$ cat src/rtl/mux4_rr_arbiter_pkg.sv
// Shared types and helpers for the 4-requester round-robin mux arbiter.
package mux4_rr_arbiter_pkg;

  typedef enum logic {
    IDLE  = 1'b0,
    GRANT = 1'b1
  } state_t;

  localparam int DEFAULT_MAX_HOLD = 8;

  // Result of a round-robin search: whether any request was found, and which.
  typedef struct packed {
    logic       found;
    logic [1:0] idx;
  } pick_t;

  // One-hot (or zero) 4-bit vector to its 2-bit index; zero maps to 0.
  function automatic logic [1:0] onehot_to_idx(input logic [3:0] oh);
    return {oh[3] | oh[2], oh[3] | oh[1]};
  endfunction

endpackage

$ cat src/rtl/mux4_rr_arbiter_mux4_1_2b.sv
// Structural 2-bit 4:1 mux: a two-level tree of 2:1 selects on s.
module mux4_1_2b (
  input  logic [1:0] i0,
  input  logic [1:0] i1,
  input  logic [1:0] i2,
  input  logic [1:0] i3,
  input  logic [1:0] s,
  output logic [1:0] o
);

  logic [1:0] lo;
  logic [1:0] hi;

  assign lo = s[0] ? i1 : i0;
  assign hi = s[0] ? i3 : i2;
  assign o  = s[1] ? hi : lo;

endmodule

$ cat src/rtl/mux4_rr_arbiter.sv
// Round-robin arbiter sharing one 2-bit 4:1 mux among four requesters,
// with a per-tenure hold limit and a gated mux output.
module mux4_rr_arbiter
  import mux4_rr_arbiter_pkg::*;
#(
  parameter int WIDTH    = 2,
  parameter int MAX_HOLD = DEFAULT_MAX_HOLD,
  parameter int CNT_W    = 8
) (
  input  logic             clk,
  input  logic             rst,
  input  logic [3:0]       req,
  input  logic [WIDTH-1:0] i0,
  input  logic [WIDTH-1:0] i1,
  input  logic [WIDTH-1:0] i2,
  input  logic [WIDTH-1:0] i3,
  output logic [3:0]       gnt,
  output logic [1:0]       sel,
  output logic             sel_valid,
  output logic [WIDTH-1:0] o,
  output logic             timeout
);

  if (MAX_HOLD < 2 || MAX_HOLD > 255) begin : g_bad_max_hold
    $error("mux4_rr_arbiter: MAX_HOLD must be in 2..255");
  end
  if ((64'd1 << CNT_W) <= 64'(MAX_HOLD)) begin : g_bad_cnt_w
    $error("mux4_rr_arbiter: CNT_W too narrow for MAX_HOLD");
  end
  if (WIDTH != 2) begin : g_bad_width
    $error("mux4_rr_arbiter: the shared mux is fixed at 2 bits");
  end

  localparam logic [CNT_W-1:0] LAST_CYCLE = CNT_W'(MAX_HOLD - 1);

  state_t           state;
  logic [1:0]       ptr;
  logic [CNT_W-1:0] hold_cnt;
  logic [1:0]       owner;
  logic             own_req;
  pick_t            pick_any;
  pick_t            pick_other;
  logic [1:0]       mux_o;

  // First asserted bit of r in the order p, p+1, p+2, p+3 (mod 4).
  // Scanning from the farthest offset down lets the nearest one win last.
  function automatic pick_t rr_pick(input logic [3:0] r, input logic [1:0] p);
    pick_t      res;
    logic [1:0] k;
    res = '0;
    for (int i = 3; i >= 0; i--) begin
      k = p + 2'(i);
      if (r[k]) begin
        res.found = 1'b1;
        res.idx   = k;
      end
    end
    return res;
  endfunction

  // Owner decode and the two round-robin searches (fresh and handoff).
  always_comb begin
    owner      = onehot_to_idx(gnt);
    own_req    = req[owner];
    pick_any   = rr_pick(req, ptr);
    pick_other = rr_pick(req & ~gnt, ptr);
  end

  // Arbitration FSM: grant, hold, time out and hand off, all registered.
  // NOTE: every register here uses <= so all updates see pre-edge values; the
  // synchronous reset branch comes first so it overrides every other input.
  always_ff @(posedge clk) begin
    if (rst) begin
      state     <= IDLE;
      gnt       <= '0;
      sel       <= '0;
      sel_valid <= 1'b0;
      timeout   <= 1'b0;
      ptr       <= '0;
      hold_cnt  <= '0;
    end else begin
      timeout <= 1'b0;
      case (state)
        IDLE: begin
          if (pick_any.found) begin
            state     <= GRANT;
            gnt       <= 4'(1) << pick_any.idx;
            sel       <= pick_any.idx;
            sel_valid <= 1'b1;
            ptr       <= pick_any.idx + 2'd1;
            hold_cnt  <= '0;
          end
        end
        GRANT: begin
          if (own_req && hold_cnt != LAST_CYCLE) begin
            hold_cnt <= hold_cnt + 1'b1;
          end else begin
            // Release or hold limit reached: hand off on this same edge.
            timeout  <= own_req;
            hold_cnt <= '0;
            if (pick_other.found) begin
              gnt <= 4'(1) << pick_other.idx;
              sel <= pick_other.idx;
              ptr <= pick_other.idx + 2'd1;
            end else if (!own_req) begin
              state     <= IDLE;
              gnt       <= '0;
              sel       <= '0;
              sel_valid <= 1'b0;
            end
            // Otherwise the owner is re-granted as a new tenure; ptr stays.
          end
        end
        default: state <= IDLE;
      endcase
    end
  end

  mux4_1_2b u_mux (
    .i0 (i0),
    .i1 (i1),
    .i2 (i2),
    .i3 (i3),
    .s  (sel),
    .o  (mux_o)
  );

  assign o = mux_o & {WIDTH{sel_valid}};

endmodule
$ cat config.mk
export PLATFORM = sky130hd
export DESIGN_NAME = mux4_rr_arbiter
export DESIGN_NICKNAME = d
export VERILOG_FILES = /design/src/rtl/mux4_rr_arbiter_pkg.sv /design/src/rtl/mux4_rr_arbiter_mux4_1_2b.sv /design/src/rtl/mux4_rr_arbiter.sv
export SDC_FILE = /design/constraint.sdc
export NUM_CORES = 1
export LEC_CHECK = 0
export CORE_MARGIN = 8
export CORE_UTILIZATION = 33
export CTS_BUF_LIST = sky130_fd_sc_hd__clkbuf_4 sky130_fd_sc_hd__clkbuf_8 sky130_fd_sc_hd__clkbuf_16
export CTS_CLUSTER_DIAMETER = 200
export DETAILED_ROUTE_END_ITERATION = 8
export GPL_ROUTABILITY_DRIVEN = 0
export PLACE_DENSITY = 0.53
export SLEW_MARGIN = 20
export SYNTH_ARGS = -nofsm -noshare
export SYNTH_HDL_FRONTEND = slang
export SYNTH_SLANG_ARGS = --single-unit
$ cat constraint.sdc
create_clock -name clk -period 2.9 [get_ports clk]
set_clock_uncertainty 0.15 [all_clocks]
set_input_delay 0.29 -clock clk [delete_from_list [all_inputs] [get_ports clk]]
set_output_delay 0.29 -clock clk [all_outputs]
set_load 0.05 [all_outputs]
=== Word-level counts from Yosys, hierarchy flattened ===
Cells that the tools add are included.

* Register bits after elaboration: 19
* Bits of input ports: 14

* Equality and inequality tests: 7
* Bitwise gates (word level): 6
* Order comparisons: 5
* Shift-type cells: 2
* Muxes and demuxes: 56
* Reductions and logical operators: 5
* $add $sub $neg: 6

{| class="wikitable"
|+ Operators with widths
! kind !! number
|-
| $mux 3 || 8
|-
| $mux 2 || 10
|-
| $bmux 1 s2 || 9
|-
| $mux 1 || 17
|-
| $mux 4 || 4
|-
| $mux 8 || 2
|-
| $pmux 8 s2 || 1
|-
| $lt 2x3->1 const B || 5
|-
| $add 8x1->8 const B || 1
|-
| $ne 2x2->1 const B || 4
|-
| $ne 8x3->1 const B || 1
|-
| $pmux 2 s2 || 2
|-
| $pmux 4 s2 || 1
|-
| $shl 1x2->4 const A || 2
|-
| $add 2x1->2 const B || 3
|-
| $reduce_and 3->1 || 2
|-
| $add 2x2->2 const B || 2
|-
| $and 4x4->4 || 1
|-
| $not 4->4 || 1
|-
| $pmux 1 s2 || 2
|-
| $reduce_and 4->1 || 1
|-
| $ne 3x2->1 const B || 1
|-
| $reduce_or 3->1 || 1
|-
| $and 2x2->2 || 1
|-
| other kinds (4) || 5
|}

=== Depth between registers and ports, before layout ===
* Depth in word-level cells: 12
* Mapped depth: 8
* Depth with buffers taken out: 7

=== Modules after synthesis ===
Synthesis repeated with hierarchy kept, for this count alone.

* Cells, all modules: 152
* Area total of the unflattened synthesis: 1257.5 um2

{| class="wikitable"
|+ Modules (own cells, without submodules)
! module !! area an instance (um2) !! cells each !! sequential area each (um2) !! times used
|-
| mux4_rr_arbiter || 1204.9 || 150 || 380.4 || 1
|-
| mux4_1_2b || 52.6 || 2 || 0.0 || 1
|}

=== Worst setup path before layout ===
Ideal clock, no wire load.

* Path kind: reg2reg
* Start point: register gnt[1]
* End point: register gnt[0]
* Slack: 751 ps
* Data required time: 2622 ps
* Cell stages (with the launch flop): 8
* Period minus slack after synthesis: 2149 ps
* Arrival time: 1871 ps
* Setup time: 128 ps
* Cells stage by stage: dfxtp_1 > mux2i_1 > a221oi_2 > nand2_1 > o21ba_4 > buf_12 > o22ai_1 > nor2_1

* Longest elaborated chain between the ends: 12

{| class="wikitable"
|+ Ends and longest elaborated chain
! what !! line !! text
|-
| from (decl) || mux4_rr_arbiter.sv:17 || <nowiki>output logic [3:0] gnt,</nowiki>
|-
| from (signal assigned) || mux4_rr_arbiter.sv:87 || <nowiki>gnt <= 4'(1) << pick_any.idx;</nowiki>
|-
| from (signal assigned) || mux4_rr_arbiter.sv:102 || <nowiki>gnt <= 4'(1) << pick_other.idx;</nowiki>
|-
| $not 4->4 || mux4_rr_arbiter.sv:66 || <nowiki>pick_other = rr_pick(req & ~gnt, ptr);</nowiki>
|-
| $and 4x4->4 || mux4_rr_arbiter.sv:66 ||
|-
| $bmux 1 s2 || mux4_rr_arbiter.sv:53 || <nowiki>if (r[k]) begin</nowiki>
|-
| $mux 1 (implied by the code) || mux4_rr_arbiter.sv:53 ||
|-
| $mux 3 (4 in series) || mux4_rr_arbiter.sv:53 ||
|-
| $shl 1x2->4 || mux4_rr_arbiter.sv:102 ||
|-
| $mux 4 || mux4_rr_arbiter.sv:101 || <nowiki>if (pick_other.found) begin</nowiki>
|-
| $mux 4 || mux4_rr_arbiter.sv:95 || <nowiki>if (own_req && hold_cnt != LAST_CYCLE) begin</nowiki>
|-
| $pmux 4 s2 || mux4_rr_arbiter.sv:83 || <nowiki>case (state)</nowiki>
|}

Parallel ways exist; a longest one is shown, timed or not. The select of a mux whose other input is x is not followed.
A chain may end at the register's enable or synchronous reset.

=== Final worst setup path ===
* Start point: register sel[0]
* End point: output o[0]

* Longest elaborated chain between the ends: 3

{| class="wikitable"
|+ Ends and longest elaborated chain
! what !! line !! text
|-
| from (decl) || mux4_rr_arbiter.sv:18 || <nowiki>output logic [1:0] sel,</nowiki>
|-
| from (signal assigned) || mux4_rr_arbiter.sv:88 || <nowiki>sel <= pick_any.idx;</nowiki>
|-
| from (signal assigned) || mux4_rr_arbiter.sv:103 || <nowiki>sel <= pick_other.idx;</nowiki>
|-
| $mux 2, on equally long branches || mux4_rr_arbiter_mux4_1_2b.sv:14, mux4_rr_arbiter_mux4_1_2b.sv:15 ||
|-
| $mux 2 (*) || mux4_rr_arbiter_mux4_1_2b.sv:16 || <nowiki>assign o = s[1] ? hi : lo;</nowiki>
|-
| $and 2x2->2 (*) || mux4_rr_arbiter.sv:128 || <nowiki>assign o = mux_o & {WIDTH{sel_valid}};</nowiki>
|-
| to (decl) || mux4_rr_arbiter.sv:20 || <nowiki>output logic [WIDTH-1:0] o,</nowiki>
|}

Every way passes the cells marked *; elsewhere a longest branch is shown, timed or not.

==> impl_summary.md <==
Worst hold path
The beginning of the worst hold path is hold_cnt[4]$_SDFFE_PP0P_. The worst hold path endpoint is hold_cnt[4]$_SDFFE_PP0P_. Along the worst hold path, the cell count comes to 2. The type of the worst min-delay path is register to register.

Drt
The length of the first detailed-routing pass in iterations is 4. The detailed router's first-iteration violation count is 89. In the routed layout, each cell is associated on average with a via count of 5.19. The final route contains 1194 vias.

The remaining antenna violation count after routing is 0. After detailed routing, the total wire length is 3.37 mm. In the routed design, unresolved DRC markers number 0. The routed length per instance is 14.7 um.

Power and ir drop
Of the total power, combinational logic draws 0.554. The internal power contribution is 727 uW. VDD sags by at most 0.227 mV. The switching power total is 608 uW. The share of total power dissipated in sequential elements is 0.303. The power share of the clock group is 0.143. The analysis attributes to cell leakage a power of 0.000610 uW.

The cell area power density is 803 nW/um2. Of the total power, the share spent switching nets is 0.456.

Placed design
The number of buffer cells added on primary ports is 23. The HPWL after detailed placement is 2.59 mm.

Global route
The aggregate global routing overflow is 0. The number of antenna violations at the first check in global routing is 0. The first global-routing pass estimated 5.40 mm of wire. The via count of the first global-routing pass came to 1142. Entering global routing, the biggest net connects 21 pins. The total track usage is 0.101.

Critical path
The startpoint kind of the worst setup timing path is a register. For the worst setup path, the data required time is 2.46 ns. Across all register-to-register paths, the minimum setup slack is 0.67 ns. The start of the worst register-to-register path is state$_SDFF_PP0_. The end of the worst register-to-register path is hold_cnt[2]$_SDFFE_PP0P_. The critical path class is register to output port.

The category of the worst setup path capture point is an output port. Data arrives at the worst endpoint at 2.06 ns. Along the worst path, the maximum fanout reaches 4. The number of cells traversed by the worst register-to-register path is 5. Tracing the worst setup path back leads to its startpoint at sel[0]$_SDFFE_PP0P_.

Logic synthesis
Of the post-synthesis cell area, the dominant cell type holds 0.277. The number of library cell types mapped by synthesis is 45. The average instance in the mapped netlist occupies 8.58 um2. The leading area contributor after synthesis is sky130_fd_sc_hd__dfxtp_1. The sequential element share of the synthesized area is 0.277.

Synthesis inferred 19 register bits. In this run the cell area of the synthesized design comes to 1370 um2. During synthesis, Yosys emitted a total of 0 warnings. After synthesis, the cell types taking the most area are sky130_fd_sc_hd__dfxtp_1 (28%), sky130_fd_sc_hd__a21oi_1 (5.8%), sky130_fd_sc_hd__nor2_1 (5.7%). The number of instances in the synthesized netlist is 160. The synthesized net count is 175.

Floorplan
The die covers 6480 um2. The top-level I/O count is 24. In this run the vertical extent of the chip is 80.5 um. The die is 80.5 um wide. The starting density of the core is 0.343. The core box area is 4000 um2. The standard-cell row count is 23.

Clock tree
Buffers inserted during clock tree synthesis total 3. Counting along the longest clock path gives a buffer depth of 2. TritonCTS built the clock tree. The post-CTS setup repair buffer count is 0. The clock reaches the later pin of the worst-skew pair after 0.25 ns. Buffers inserted to repair hold after CTS numbered 0. The clock root buffer master is sky130_fd_sc_hd__clkbuf_8. The count of instances resized after the clock tree is built is 0. The register clock-pin slew on the reported worst setup and hold paths is 0.07 ns. The H-tree level count is 1. The CTS sink count is 19.

STA
The worst slew slack as a fraction of its limit is 0.450. Based on the critical path, the design can be clocked at up to 0.401 GHz. The worst path needs 2.50 ns of the cycle, external delays included. The number of failing hold endpoints at the final stage is 0. The number of max-slew violations in the final report came to 0.

The setup TNS after final layout is 0 ns. The final count of negative-setup-slack endpoints is 0. The transition time of the tightest slew-check pin is 0.823 ns. Of the available clock period, the critical path in the final layout requires 0.861. Setup repair after global routing left no endpoint under its margin.

Finish
The net total in the final layout is 196. Relative to the synthesized area, the layout overhead comes to 21.1%. The count of antenna diodes in the layout is 0.

The layout cell share with drive strength beyond 1 is 0.144. The share of the core filled with cells in the final layout is 0.416.

Job
The max-cap violation count is 0.

Outcome
The run finished with clean final reports.
## cell families after synthesis
kind of cell | share of synthesized area
xor gates and xnor gates | 0.0128
adders and majority gates | 0.00911
buffers and inverters | 0.0565
AOI/OAI and AO/OA | 0.238
and+or+nand+nor | 0.306
muxes | 0.100
DFF | 0.277
## worst max-delay path: stages, from the launching register on
cell and delay (ns):
sky130_fd_sc_hd__dfxtp_1 0.42, sky130_fd_sc_hd__mux4_2 0.51, sky130_fd_sc_hd__and2_1 0.17, sky130_fd_sc_hd__clkdlybuf4s50_1 0.71
## flip-flops by register name, summed over array words and instances, names as in the netlist
signal,count
hold_cnt,8
ptr,2
timeout,1
gnt,4
sel,2
state,1
sel_valid,1
## metrics by stage
step	area [um2]	cells	hold WS (ns)	power, uW	setup slack [ns]
floorplan	1370	160	0.313	989	0.751
global placement	1610	226	0.323	1140	0.375
detailed placement	1610	226	0.342	1150	0.283
CTS	1660	230	0.352	1350	0.377
global route	1660	230	0.379	1420	0.306
finish	1660	230	0.354	1340	0.403
## synth_stat cells
| cell type | n |
|---|---|
| sky130_fd_sc_hd__a211o_1 | 1 |
| sky130_fd_sc_hd__a211oi_1 | 1 |
| sky130_fd_sc_hd__a211oi_2 | 4 |
| sky130_fd_sc_hd__a21oi_1 | 16 |
| sky130_fd_sc_hd__a221oi_2 | 2 |
| sky130_fd_sc_hd__a311oi_1 | 1 |
| sky130_fd_sc_hd__a32oi_1 | 1 |
| sky130_fd_sc_hd__and2_1 | 2 |
| sky130_fd_sc_hd__and3_1 | 5 |
| sky130_fd_sc_hd__and4bb_2 | 1 |
| sky130_fd_sc_hd__buf_12 | 1 |
| sky130_fd_sc_hd__buf_2 | 4 |
| sky130_fd_sc_hd__buf_6 | 1 |
| sky130_fd_sc_hd__clkbuf_1 | 2 |
| sky130_fd_sc_hd__dfxtp_1 | 19 |
| sky130_fd_sc_hd__ha_1 | 1 |
| sky130_fd_sc_hd__inv_1 | 5 |
| sky130_fd_sc_hd__mux2i_1 | 7 |
| sky130_fd_sc_hd__mux4_2 | 3 |
| sky130_fd_sc_hd__nand2_1 | 7 |
| sky130_fd_sc_hd__nand2b_1 | 4 |
| sky130_fd_sc_hd__nand3_1 | 3 |
| sky130_fd_sc_hd__nand3_2 | 1 |
| sky130_fd_sc_hd__nand3b_1 | 2 |
| sky130_fd_sc_hd__nand3b_4 | 1 |
| sky130_fd_sc_hd__nor2_1 | 21 |
| sky130_fd_sc_hd__nor2_2 | 3 |
| sky130_fd_sc_hd__nor2_4 | 1 |
| sky130_fd_sc_hd__nor2b_1 | 6 |
| sky130_fd_sc_hd__nor3_1 | 5 |
| sky130_fd_sc_hd__o211ai_1 | 1 |
| sky130_fd_sc_hd__o21ai_0 | 7 |
| sky130_fd_sc_hd__o21ba_4 | 1 |
| sky130_fd_sc_hd__o21bai_1 | 1 |
| sky130_fd_sc_hd__o22ai_1 | 1 |
| sky130_fd_sc_hd__o2bb2a_1 | 1 |
| sky130_fd_sc_hd__o31ai_2 | 1 |
| sky130_fd_sc_hd__o32a_1 | 2 |
| sky130_fd_sc_hd__o32ai_1 | 2 |
| sky130_fd_sc_hd__or3_1 | 3 |
| sky130_fd_sc_hd__or3_4 | 1 |
| sky130_fd_sc_hd__or3b_1 | 3 |
| sky130_fd_sc_hd__or3b_2 | 2 |
| sky130_fd_sc_hd__or4_1 | 1 |
| sky130_fd_sc_hd__xnor2_1 | 2 |
## cells in the final DEF (no fill, tap or decap), types with 5 or more instances in the layout
master | synthesis | layout
sky130_fd_sc_hd__a21oi_1 | 16 | 16
sky130_fd_sc_hd__and3_1 | 5 | 5
sky130_fd_sc_hd__clkdlybuf4s50_1 | 0 | 23
sky130_fd_sc_hd__dfxtp_1 | 19 | 19
sky130_fd_sc_hd__inv_1 | 5 | 5
sky130_fd_sc_hd__mux2i_1 | 7 | 7
sky130_fd_sc_hd__nand2_1 | 7 | 7
sky130_fd_sc_hd__nor2_1 | 21 | 21
sky130_fd_sc_hd__nor2b_1 | 6 | 6
sky130_fd_sc_hd__nor3_1 | 5 | 5
sky130_fd_sc_hd__o21ai_0 | 7 | 7
## per-layer routing
layer / up-vias / global-route usage / share of wire
met5: - / 0 / 0
met4: 0 / 0.0164 / 0.0050
met3: 2 / 0.0234 / 0.038
met2: 12 / 0.176 / 0.50
met1: 552 / 0.122 / 0.46
li1: 628 / - / -
## power by group through the flow
| stage | Combinational, uW | Clock [uW] | Sequential [uW] |
|---|---|---|---|
| floorplan | 500 | 0 | 489 |
| global placement | 734 | 0 | 408 |
| detailed placement | 743 | 0 | 411 |
| CTS | 746 | 195 | 405 |
| global route | 797 | 207 | 416 |
| finish | 739 | 191 | 404 |
## how the worst max path moves through the flow
stage	to	slack [ns]	depth (start not counted)
final	o[0]	0.40	3
after global placement	hold_cnt[2]$_SDFFE_PP0P_	0.38	6
after floorplan	gnt[0]$_SDFFE_PP0P_	0.75	7
after global routing	o[0]	0.31	3
after detailed placement	hold_cnt[2]$_SDFFE_PP0P_	0.28	6
after CTS	o[0]	0.38	3
## area by class of cell
class                   count  area [um2]
fillers                   396        2340
multi-input cells         128         915
flip-flops and latches     19         380
repair buffers             24         238
well taps                  50        62.6
clock buffers               4        48.8
inverters                   5        18.8
No activity file was read; power rests on OpenSTA's default activity.
